### src/rtl/one_to_four_demux_reg_bank.sv
// Demux one handshaked word into one of four holding slots. Build option AUTO_INDEX_EN picks the slot from an internal pointer.
// Latency: 1 cycle from accept to out_*/slot_valid. bank_full and in_ready change one cycle after the fourth load.
// Backpressure: in_ready drops while the bank is full or in reset. A consume pulse releases the bank.
module one_to_four_demux_reg_bank #(
    parameter int WIDTH = 5
) (
    input  logic             clk,
    input  logic             rst_n,
    input  logic [WIDTH-1:0] in_data,
    input  logic [1:0]       in_sel,
    input  logic             in_valid,
    output logic             in_ready,
    input  logic             consume,
    output logic [WIDTH-1:0] out_a,
    output logic [WIDTH-1:0] out_b,
    output logic [WIDTH-1:0] out_c,
    output logic [WIDTH-1:0] out_d,
    output logic [3:0]       slot_valid,
    output logic             bank_full,
    output logic             err_overwrite
);

    typedef enum logic {
        FILL = 1'b0,
        FULL = 1'b1
    } state_t;

    state_t           state_q;
    state_t           state_d;
    logic             accept;
    logic [1:0]       dst;
    logic [3:0]       dst_onehot;
    logic [3:0]       post_vld;
    logic [WIDTH-1:0] slot_q [4];

`ifdef AUTO_INDEX_EN
    logic [1:0] wr_ptr;
    logic       unused_sel;

    // The slot index comes from wr_ptr. in_sel stays on the port so both builds share one pinout.
    assign unused_sel = ^in_sel;
    assign dst        = wr_ptr;

    always_ff @(posedge clk) begin
        if (!rst_n) begin
            wr_ptr <= 2'd0;
        end else if (accept && consume) begin
            wr_ptr <= 2'd1;
        end else if (accept) begin
            wr_ptr <= wr_ptr + 2'd1;
        end else if (consume) begin
            wr_ptr <= 2'd0;
        end
    end
`else
    assign dst = in_sel;
`endif

    assign accept     = in_valid & in_ready;
    assign dst_onehot = 4'b0001 << dst;
    assign post_vld   = slot_valid | dst_onehot;

    always_ff @(posedge clk) begin
        if (!rst_n) begin
            state_q <= FILL;
        end else begin
            state_q <= state_d;
        end
    end

    always_comb begin
        state_d = state_q;
        case (state_q)
            FILL: begin
                // A consume in the same cycle as an accept restarts the fill, so the bank does not go full.
                if (accept && !consume && (post_vld == 4'b1111)) begin
                    state_d = FULL;
                end
            end
            FULL: begin
                if (consume) begin
                    state_d = FILL;
                end
            end
            default: state_d = FILL;
        endcase
    end

    always_comb begin
        in_ready  = rst_n && (state_q == FILL);
        bank_full = (state_q == FULL);
    end

    always_ff @(posedge clk) begin
        if (!rst_n) begin
            for (int i = 0; i < 4; i++) begin
                slot_q[i] <= '0;
            end
            slot_valid    <= 4'b0000;
            err_overwrite <= 1'b0;
        end else begin
            if (accept) begin
                slot_q[dst] <= in_data;
            end
            if (accept && consume) begin
                slot_valid <= dst_onehot;
            end else if (accept) begin
                slot_valid <= post_vld;
                if (|(slot_valid & dst_onehot)) begin
                    err_overwrite <= 1'b1;
                end
            end else if (consume) begin
                slot_valid <= 4'b0000;
            end
        end
    end

    assign out_a = slot_q[0];
    assign out_b = slot_q[1];
    assign out_c = slot_q[2];
    assign out_d = slot_q[3];

endmodule
### config.mk
export PLATFORM = sky130hd
export DESIGN_NAME = one_to_four_demux_reg_bank
export DESIGN_NICKNAME = d
export VERILOG_FILES = /design/src/rtl/one_to_four_demux_reg_bank.sv
export SDC_FILE = /design/constraint.sdc
export NUM_CORES = 1
export LEC_CHECK = 0
export ABC_CLOCK_PERIOD_IN_PS = 3500
export CAP_MARGIN = 20
export CORE_MARGIN = 2
export CORE_UTILIZATION = 24
export DETAILED_ROUTE_END_ITERATION = 7
export GPL_ROUTABILITY_DRIVEN = 0
export SLEW_MARGIN = 40
export SYNTH_ARGS = -nofsm -noshare
export SYNTH_HDL_FRONTEND = slang
export SYNTH_SLANG_ARGS = --single-unit
### constraint.sdc
create_clock -name clk -period 3.5 [get_ports clk]
set_input_delay 0.875 -clock clk [delete_from_list [all_inputs] [get_ports clk]]
set_output_delay 0.875 -clock clk [all_outputs]
set_load 0.005 [all_outputs]
* Word-level counts from Yosys, hierarchy flattened
Memories as Yosys holds them, arrays and structs flattened.
Index checks and enable logic that the tools add are counted.
** Word-level totals
- Register bits :: 6
- Memory bits (writable) :: 20
- Input bits :: 11
- Output and inout bits :: 27
- Logic and storage cells :: 33
- Memories :: 1
** Memories
- slot_q :: depth 4, bits a word 5, read ports 4, clocked after Yosys merged registers in 0, wr ports 4, line 34 : logic [WIDTH-1:0] slot_q [4];
** Cells by class
- Equality and inequality tests :: 1
- Shifts and indexed selects :: 1
- Multiplexer cells :: 13
- Bitwise operators :: 5
- Reduce and logical (&&, ||, !) cells :: 9
** Operators by type and width (number)
- $mux 4 :: 3
- $mux 1 :: 7
- $mux 5 :: 1
- $reduce_or 5->1 :: 1
- $and 4x4->4 :: 1
- $eq 4x4->1 const B :: 1
- $logic_and 1x1->1 :: 4
- $or 4x4->4 :: 1
- $reduce_or 4->1 :: 1
- $shl 1x2->4 const A :: 1
- $reduce_and 3->1 :: 1
- $reduce_bool 3->1 :: 1
- $mux 2 :: 1
- $not 1->1 :: 2
- $pmux 1 s2 :: 1
- $and 1x1->1 :: 1
- $logic_not 1->1 :: 1

* Longest topological paths before layout
- Word-level depth :: 8
- Depth in mapped cells :: 4
- Mapped depth without buffers :: 3

* Least setup slack after synthesis
Ideal clock, no wire load.
- Path type :: in2out
- Start point :: in rst_n
- End point :: out in_ready
- Arrival time :: 1.027 ns
- Required time :: 2.625 ns
- Path slack :: 1.598 ns
- Cell stages on the path :: 1
- Buffers on the path :: 0
- Cells stage by stage :: nor2b_1
** On the way
- Word-level cells in the longest chain between the ends :: 1
** Ends and longest elaborated chain
- start, declared :: line 8 : input logic rst_n,
- $logic_and 1x1->1 :: line 90 : in_ready = rst_n && (state_q == FILL);
- end, declared :: line 12 : output logic in_ready,
No other way between the ends.

* Worst setup path in the final report
Same ends and word-level chain as after synthesis.

==> flow_summary.ini <==
[drt]
routed_wl_mm = 2.241
final_antenna_net_count = 0
drt-initial-drc-count = 15
firstDrtPassIters = 4
viasPerCell = 4.281
vias = 732
post_drt_wl_per_cell_um = 13.11
drcViolationCount = 0

[floorplan]
die_h_um = 71.12
die_w_um = 71.12
start_util = 0.2483
num_io_pins = 38
dieArea_um2 = 5057
coreArea_um2 = 4354
rows = 24

[layout]
nets = 131
drive_above_1_share = 0.05042
multi_input_area_um2 = 355.3
seqCellArea_um2 = 720.7
final_cells = 171
fin_area_um2 = 1564
area_delta_synth_final_pct = 44.68
fillers = 423
antenna_cells = 0

[run]
maxCapViolCount = 0

[sta]
finalSetupTns_ns = 0
max_freq_mhz = 344.2
relSlewSlack = 0.8015
drv_slew = 0
fin_worst_skew_ns = 0.0008571
hold_viol = 0
worstMarginPinSlew_ns = 0.2964
setup_viol_count_final = 0
hold_slack_ns = 0.4768
post-route-min-period_ns = 2.905
rsz0062_at_grt = no
fin_crit_sh = 0.8300

[placed_design]
port_buffers = 37
placed_cells = 167
dp_hpwl_mm = 1.715
dpl-instance-area_um2 = 1519

[outcome]
status = complete, no violations

[logic_synthesis]
yosys_warnings = 0
yosysMostFrequentCell = edfxtp_1
post-synth-top-area-cell = edfxtp_1
synth_nets = 89
synth_edf_count = 20
synth_seq_cells = 26
synth_area_leaders = edfxtp_1, dfxtp_1, and2_1, and3_1, nor2b_1
postSynth.asyncResetShare = 0
syn_area_per_cell_um2 = 13.86
ys_seq_area_frac = 0.6667
yosysUniqueCellTypes = 21
synth_ff_type = edfxtp_1
synth.top_cell.area_share = 0.5556
synth_common_cells = edfxtp_1, and2_1, and3_1
syn_inst = 78
syn-cell-area_um2 = 1081

[global_route]
grt_pass1_wl_mm = 3.498
antenna_found_initial = 0
grt_max_degree = 15
grt_remaining_overflow = 0
grtUsageTotal = 0.09262
grt_pass1_vias = 697

[setup_path]
path_class = in -> out
reg2reg_depth = 3
reg2reg_from = bank_full
ff2ff_setup_slack_ns = 1.95
crit_path_end_kind = primary output
reg2reg_to = slot_q[1][3]
cp.required_ns = 2.62
crit_arrival_ns = 2.03
worstSetupStartpointType = primary input
worstPathMaxFanout = 2

[hold_path]
worstHoldEndpoint = err_overwrite
min_path_type = reg -> reg
worstHoldStart = err_overwrite
holdPathStages = 1

[clock_network]
clkTransAtPathRegs_ns = 0.08
hold_buffers = 0
clockBufferDepth = 2
cts_made_buffers = 3
cts_tree = done
clk_latency_ns = 0.26
post_cts_buffers = 0
cts-resized-gates = 0
cts-root-buf = clkbuf_8
htree_levels = 1
cts_sinks = 26

[pwr]
vdd_drop_max_uv = 129.5
leakage_nw = 0.5761
power_density_nw_per_um2 = 385.3
==> cell usage in the layout, fill, tap and decap left out, drive strengths merged, types with 2 or more instances in the layout <==
master,n
nand2b,4
o21a,3
clkbuf,4
clkdlybuf4s50,37
and3b,2
edfxtp,20
nand3,2
and2,16
nor2b,6
and3,7
dfxtp,6
==> how the worst max path moves through the flow <==
stage,to,depth (start not counted),slack (ns),startpoint
after CTS,in_ready,3,0.58,rst_n
after global routing,in_ready,3,0.53,rst_n
after floorplan,in_ready,1,1.60,rst_n
after global placement,in_ready,3,0.61,rst_n
after detailed placement,in_ready,3,0.59,rst_n
final,in_ready,3,0.60,rst_n
==> registers in the layout, summed over array words and instances, names as in the netlist <==
| signal | cells |
|---|---|
| slot_q | 20 |
| slot_valid | 4 |
| bank_full | 1 |
| err_overwrite | 1 |
==> worst max-delay path, stage by stage <==
cell,delay (ns)
clkdlybuf4s50_1,0.48
nor2b_1,0.16
clkdlybuf4s50_1,0.51
==> area by class of cell <==
cell class	instances	share of cell area
flip-flops and latches	26	0.4608
repair buffers	38	0.2416
multi-input cells	51	0.2272
well taps	52	0.04160
clock buffers	4	0.02880
==> layer usage <==
layer	part of all wire	vias to the layer above	track usage
met5	0	-	0
met4	0.0049	0	0.04403
met3	0.071	2	0.02279
met2	0.47	33	0.1443
met1	0.46	332	0.1212
li1	-	365	-
==> kinds of logic (layout without fill, tap and decap cells) <==
| family | after synthesis | count (layout) | share of synthesized area |
|---|---|---|---|
| and+or+nand+nor | 40 | 40 | 0.2384 |
| buffers and inverters | 1 | 42 | 0.004625 |
| AOI/OAI and AO/OA | 9 | 9 | 0.06018 |
| muxes | 2 | 2 | 0.03009 |
| DFF | 26 | 26 | 0.6667 |
==> where the power goes <==
group	switching, W	internal, W
clock network	0.0000861	0.0000813
registers	0.00000593	0.000351
logic	0.0000291	0.0000494
==> metrics by stage <==
stage,worst slack (ns),util,power (W)
6_report,0.5950,0.3592,0.0006026
3_3_place_gp,0.6084,0.3489,0.0004416
4_1_cts,0.5783,0.3592,0.0006068
5_1_grt,0.5312,0.3592,0.0006277
2_1_floorplan,1.598,-,0.0003842
3_5_place_dp,0.5859,0.3489,0.0004437
No activity file was read; power rests on OpenSTA's default activity.
==> variant 1 (config.mk and constraints unchanged) <==
Build with the macro `AUTO_INDEX_EN` defined.
--- a/src/rtl/one_to_four_demux_reg_bank.sv
+++ b/src/rtl/one_to_four_demux_reg_bank.sv
@@ -1,6 +1,8 @@
 // Demux one handshaked word into one of four holding slots. Build option AUTO_INDEX_EN picks the slot from an internal pointer.
 // Latency: 1 cycle from accept to out_*/slot_valid. bank_full and in_ready change one cycle after the fourth load.
 // Backpressure: in_ready drops while the bank is full or in reset. A consume pulse releases the bank.
+`define AUTO_INDEX_EN
+
 module one_to_four_demux_reg_bank #(
     parameter int WIDTH = 5
 ) (
Behaviour: not the same (a bounded check fails within 4 cycles, from zero or initial values and one cycle with rst_n low).
==> variant 1 against the unedited design <==
Die area rose by 10%; area after synthesis is 11% higher; sequential cell count up 2; count of clock-buffer cells in the layout is the same; design area is 7.4% higher; global-route usage is 0.35 points higher; routed wire length increased by 10%; total power up 2.4%; synthesized cell count is 14% higher; worst setup slack improved by 0.044 ns; register-to-register slack worse by 0.05 ns; largest power group unchanged; highest routed layer is now met3.
==> variant 1: results (changes against the unedited design) <==
Drt
  • Vias per cell: 4.19 (-2.0%)
  • Post-Route WL: 2470 µm (+10%)
  • WL met3: 200 µm (+27%)
  • Met2 wire len: 1010 µm (-3.1%)
  • Top Metal Used: met3

Logic synthesis
  • Count of different cell masters after synthesis: 26 (+24%)
  • Largest cells by area after synthesis: edfxtp_1, dfxtp_1, and2_1
  • Most common library cells after synthesis: and2_1, edfxtp_1, dfxtp_1
  • Sequential cell area fraction in the yosys report: 0.634 (-0.0327)

Timing
  • Setup Skew: 0.00580 ns (+0.00494 ns)
  • Final hold slack: 0.476 ns (-0.000977 ns)
  • Fin crit share: 0.817 (-0.0126)

Run status
  • Status: complete, no violations

GRT
  • Met3 usage: 0.0201 (-0.00271)
  • GRT Resource Usage Total: 0.0961 (+0.00351)
  • Met2 Track Usage GR: 0.151 (+0.00709)
  • Largest net degree at the start of global routing: 16 (+1)
  • Number of global-route vias before repair: 851 (+22%)

Placement
  • Placed Cells: 191 (+14%)
  • Setup WS pre-CTS: 0.643 ns (+0.0566 ns)

Hold path
  • Hold depth: 2 (+1)

Layout
  • Non-clk bufs: 37 (-2.6%)
  • Multi-input gate area: 413 µm² (+16%)
  • Multi-input gates: 56 (+9.8%)
  • Inverters, non-clock: 3 (+3)
  • Storage element area: 761 µm² (+5.6%)
  • Share of cells above drive strength 1: 0.0703 (+0.0199)

Setup path
  • Worst EP arrival: 1.99 ns (-0.04 ns)
  • FF-to-FF End: slot_q[0][1]$_SDFFCE_PN0P_

Power
  • Worst VDD drop: 0.145 mV (+12%)
  • Leak Pwr: 0.632 nW (+9.7%)

Clock network
  • CTS sink count: 28 (+7.7%)
==> variant 1: cell types whose count changed in the layout (fill, tap and decap cells not counted), sizes merged, moves of 4 or more <==
cell / unedited run / this run
nor3: 0 / 4
ha: 0 / 4
and3: 7 / 1
and2: 16 / 24
nor2b: 6 / 0
a22o: 0 / 5
==> variant 1: critical path, stage by stage <==
cell	delay [ns]
clkdlybuf4s50_1	0.48
and2b_2	0.14
clkdlybuf4s50_1	0.49
==> variant 1: kinds of logic (layout without fill, tap and decap cells) <==
family / after synthesis / count (layout) / share of synthesized area
adders and majority gates: 4 / 4 / 0.0417
buffers and inverters: 5 / 44 / 0.0219
and+or+nand+nor: 38 / 38 / 0.209
DFF: 28 / 28 / 0.634
muxes: 1 / 1 / 0.00938
AOI/OAI and AO/OA: 13 / 13 / 0.0845
==> variant 1: where the power goes <==
group          internal, mW  switching, mW  leakage, nW
sequential            0.369        0.00550        0.273
combinational        0.0408         0.0292        0.337
clock                0.0813         0.0914       0.0228
==> variant 2 (same flow settings) <==
Made on the original files. Put one more register stage on the output `err_overwrite`, without a reset. The value now appears one clock later. The other outputs are not delayed to match.
--- a/src/rtl/one_to_four_demux_reg_bank.sv
+++ b/src/rtl/one_to_four_demux_reg_bank.sv
@@ -24,6 +24,8 @@
         FILL = 1'b0,
         FULL = 1'b1
     } state_t;
+
+    logic err_overwrite_s0;
 
     state_t           state_q;
     state_t           state_d;
@@ -97,7 +99,7 @@
                 slot_q[i] <= '0;
             end
             slot_valid    <= 4'b0000;
-            err_overwrite <= 1'b0;
+            err_overwrite_s0 <= 1'b0;
         end else begin
             if (accept) begin
                 slot_q[dst] <= in_data;
@@ -107,7 +109,7 @@
             end else if (accept) begin
                 slot_valid <= post_vld;
                 if (|(slot_valid & dst_onehot)) begin
-                    err_overwrite <= 1'b1;
+                    err_overwrite_s0 <= 1'b1;
                 end
             end else if (consume) begin
                 slot_valid <= 4'b0000;
@@ -120,4 +122,8 @@
     assign out_c = slot_q[2];
     assign out_d = slot_q[3];
 
+    always_ff @(posedge clk) begin
+        err_overwrite <= err_overwrite_s0;
+    end
+
 endmodule
Check against the original RTL: not equivalent (Yosys sat finds a counterexample within 4 cycles, from zero or initial values and one cycle with rst_n low).
==> variant 2 against the unedited design <==
Sequential cell count increased by 1; worst setup slack improved by 0.0020 ns; total power is 2.8% higher; routed wire length is essentially flat; design area grew 1.5%; die area increased by 1.7%; hold slack worse by 0.12 ns; area after synthesis increased by 1.9%; combinational power rose by 0.5%; critical path depth did not move; largest power group unchanged; highest routed layer unchanged.
==> variant 2: results (changes against the unedited design) <==
Logic synthesis
  • Post-synthesis mux area share: 0.0295 (-0.000547)
  • Sequential cell area fraction in the yosys report: 0.673 (+0.00606)
  • Largest cells by area after synthesis: edfxtp_1, dfxtp_1, and2_1
  • Most common library cells after synthesis: edfxtp_1, and2_1, and3_1, dfxtp_1, nor2b_1
  • Number of synthesized register bits: 27 (+3.8%)
  • Synth Area in Compound Gates: 0.0591 (-0.00109)

Layout
  • Fillers: 424 (+0.24%)
  • Share of cells above drive strength 1: 0.0583 (+0.00791)
  • Sequential portion of the cell area: 0.467 (+0.00571)
  • Fraction of area in multi-input gates: 0.224 (-0.00340)
  • Clk cell area share: 0.0307 (+0.00193)
  • NumNets Final: 132 (+0.76%)

Drt
  • Vias: 774 (+5.7%)
  • Post-Route WL: 2240 µm (about the same)
  • Met2 wire len: 971 µm (-7.0%)
  • Drt initial violations: 72 (+57)

Power
  • Worst VDD drop: 0.153 mV (+18%)
  • Leak Pwr: 0.583 nW (+1.2%)

Placement
  • Detailed Place HPWL: 1800 µm (+4.7%)

Timing
  • Slew HR: 0.803 (+0.00195)
  • Setup Skew: 0.00270 ns (+0.00184 ns)

Setup path
  • FF-to-FF End: slot_q[1][1]$_SDFFCE_PN0P_

GRT
  • Met2 Track Usage GR: 0.141 (-0.00339)
  • Met1 Track Usage GR: 0.131 (+0.00986)
  • Number of global-route vias before repair: 730 (+4.7%)
  • First-pass GRT wire length: 3710 µm (+6.1%)

Hold path
  • Hold depth: 0 (-1)
  • Hold Path Origin: err_overwrite_s0$_SDFFE_PN0P_
  • Sink of the worst hold path: err_overwrite$_DFF_P_

Run status
  • Status: complete, no violations
variant 2: cell count changes in the layout (fill, tap and decap cells not counted), sizes merged:
cell / change
clkinvlp: +1
dfxtp: +1
clkbuf: -1
variant 2: logic make-up (layout without fill, tap and decap cells):
kind of cell / Yosys count / count (layout)
AOI/OAI and AO/OA: 9 / 9
DFF: 27 / 27
muxes: 2 / 2
and+or+nand+nor: 40 / 40
buffers and inverters: 1 / 42
variant 2: power by group:
part	switching [mW]	internal (mW)	total, mW
clock	0.0925	0.0805	0.173
sequential	0.00573	0.362	0.368
combinational	0.0294	0.0494	0.0789
variant 2: through the flow:
step           setup WS, ns  cell area, µm²  cells  power (mW)
2_1_floorplan          1.60            1100     79       0.396
3_3_place_gp          0.607            1540    168       0.454
3_5_place_dp          0.588            1540    168       0.455
4_1_cts               0.579            1590    172       0.622
5_1_grt               0.526            1590    172       0.648
6_report              0.597            1590    172       0.620
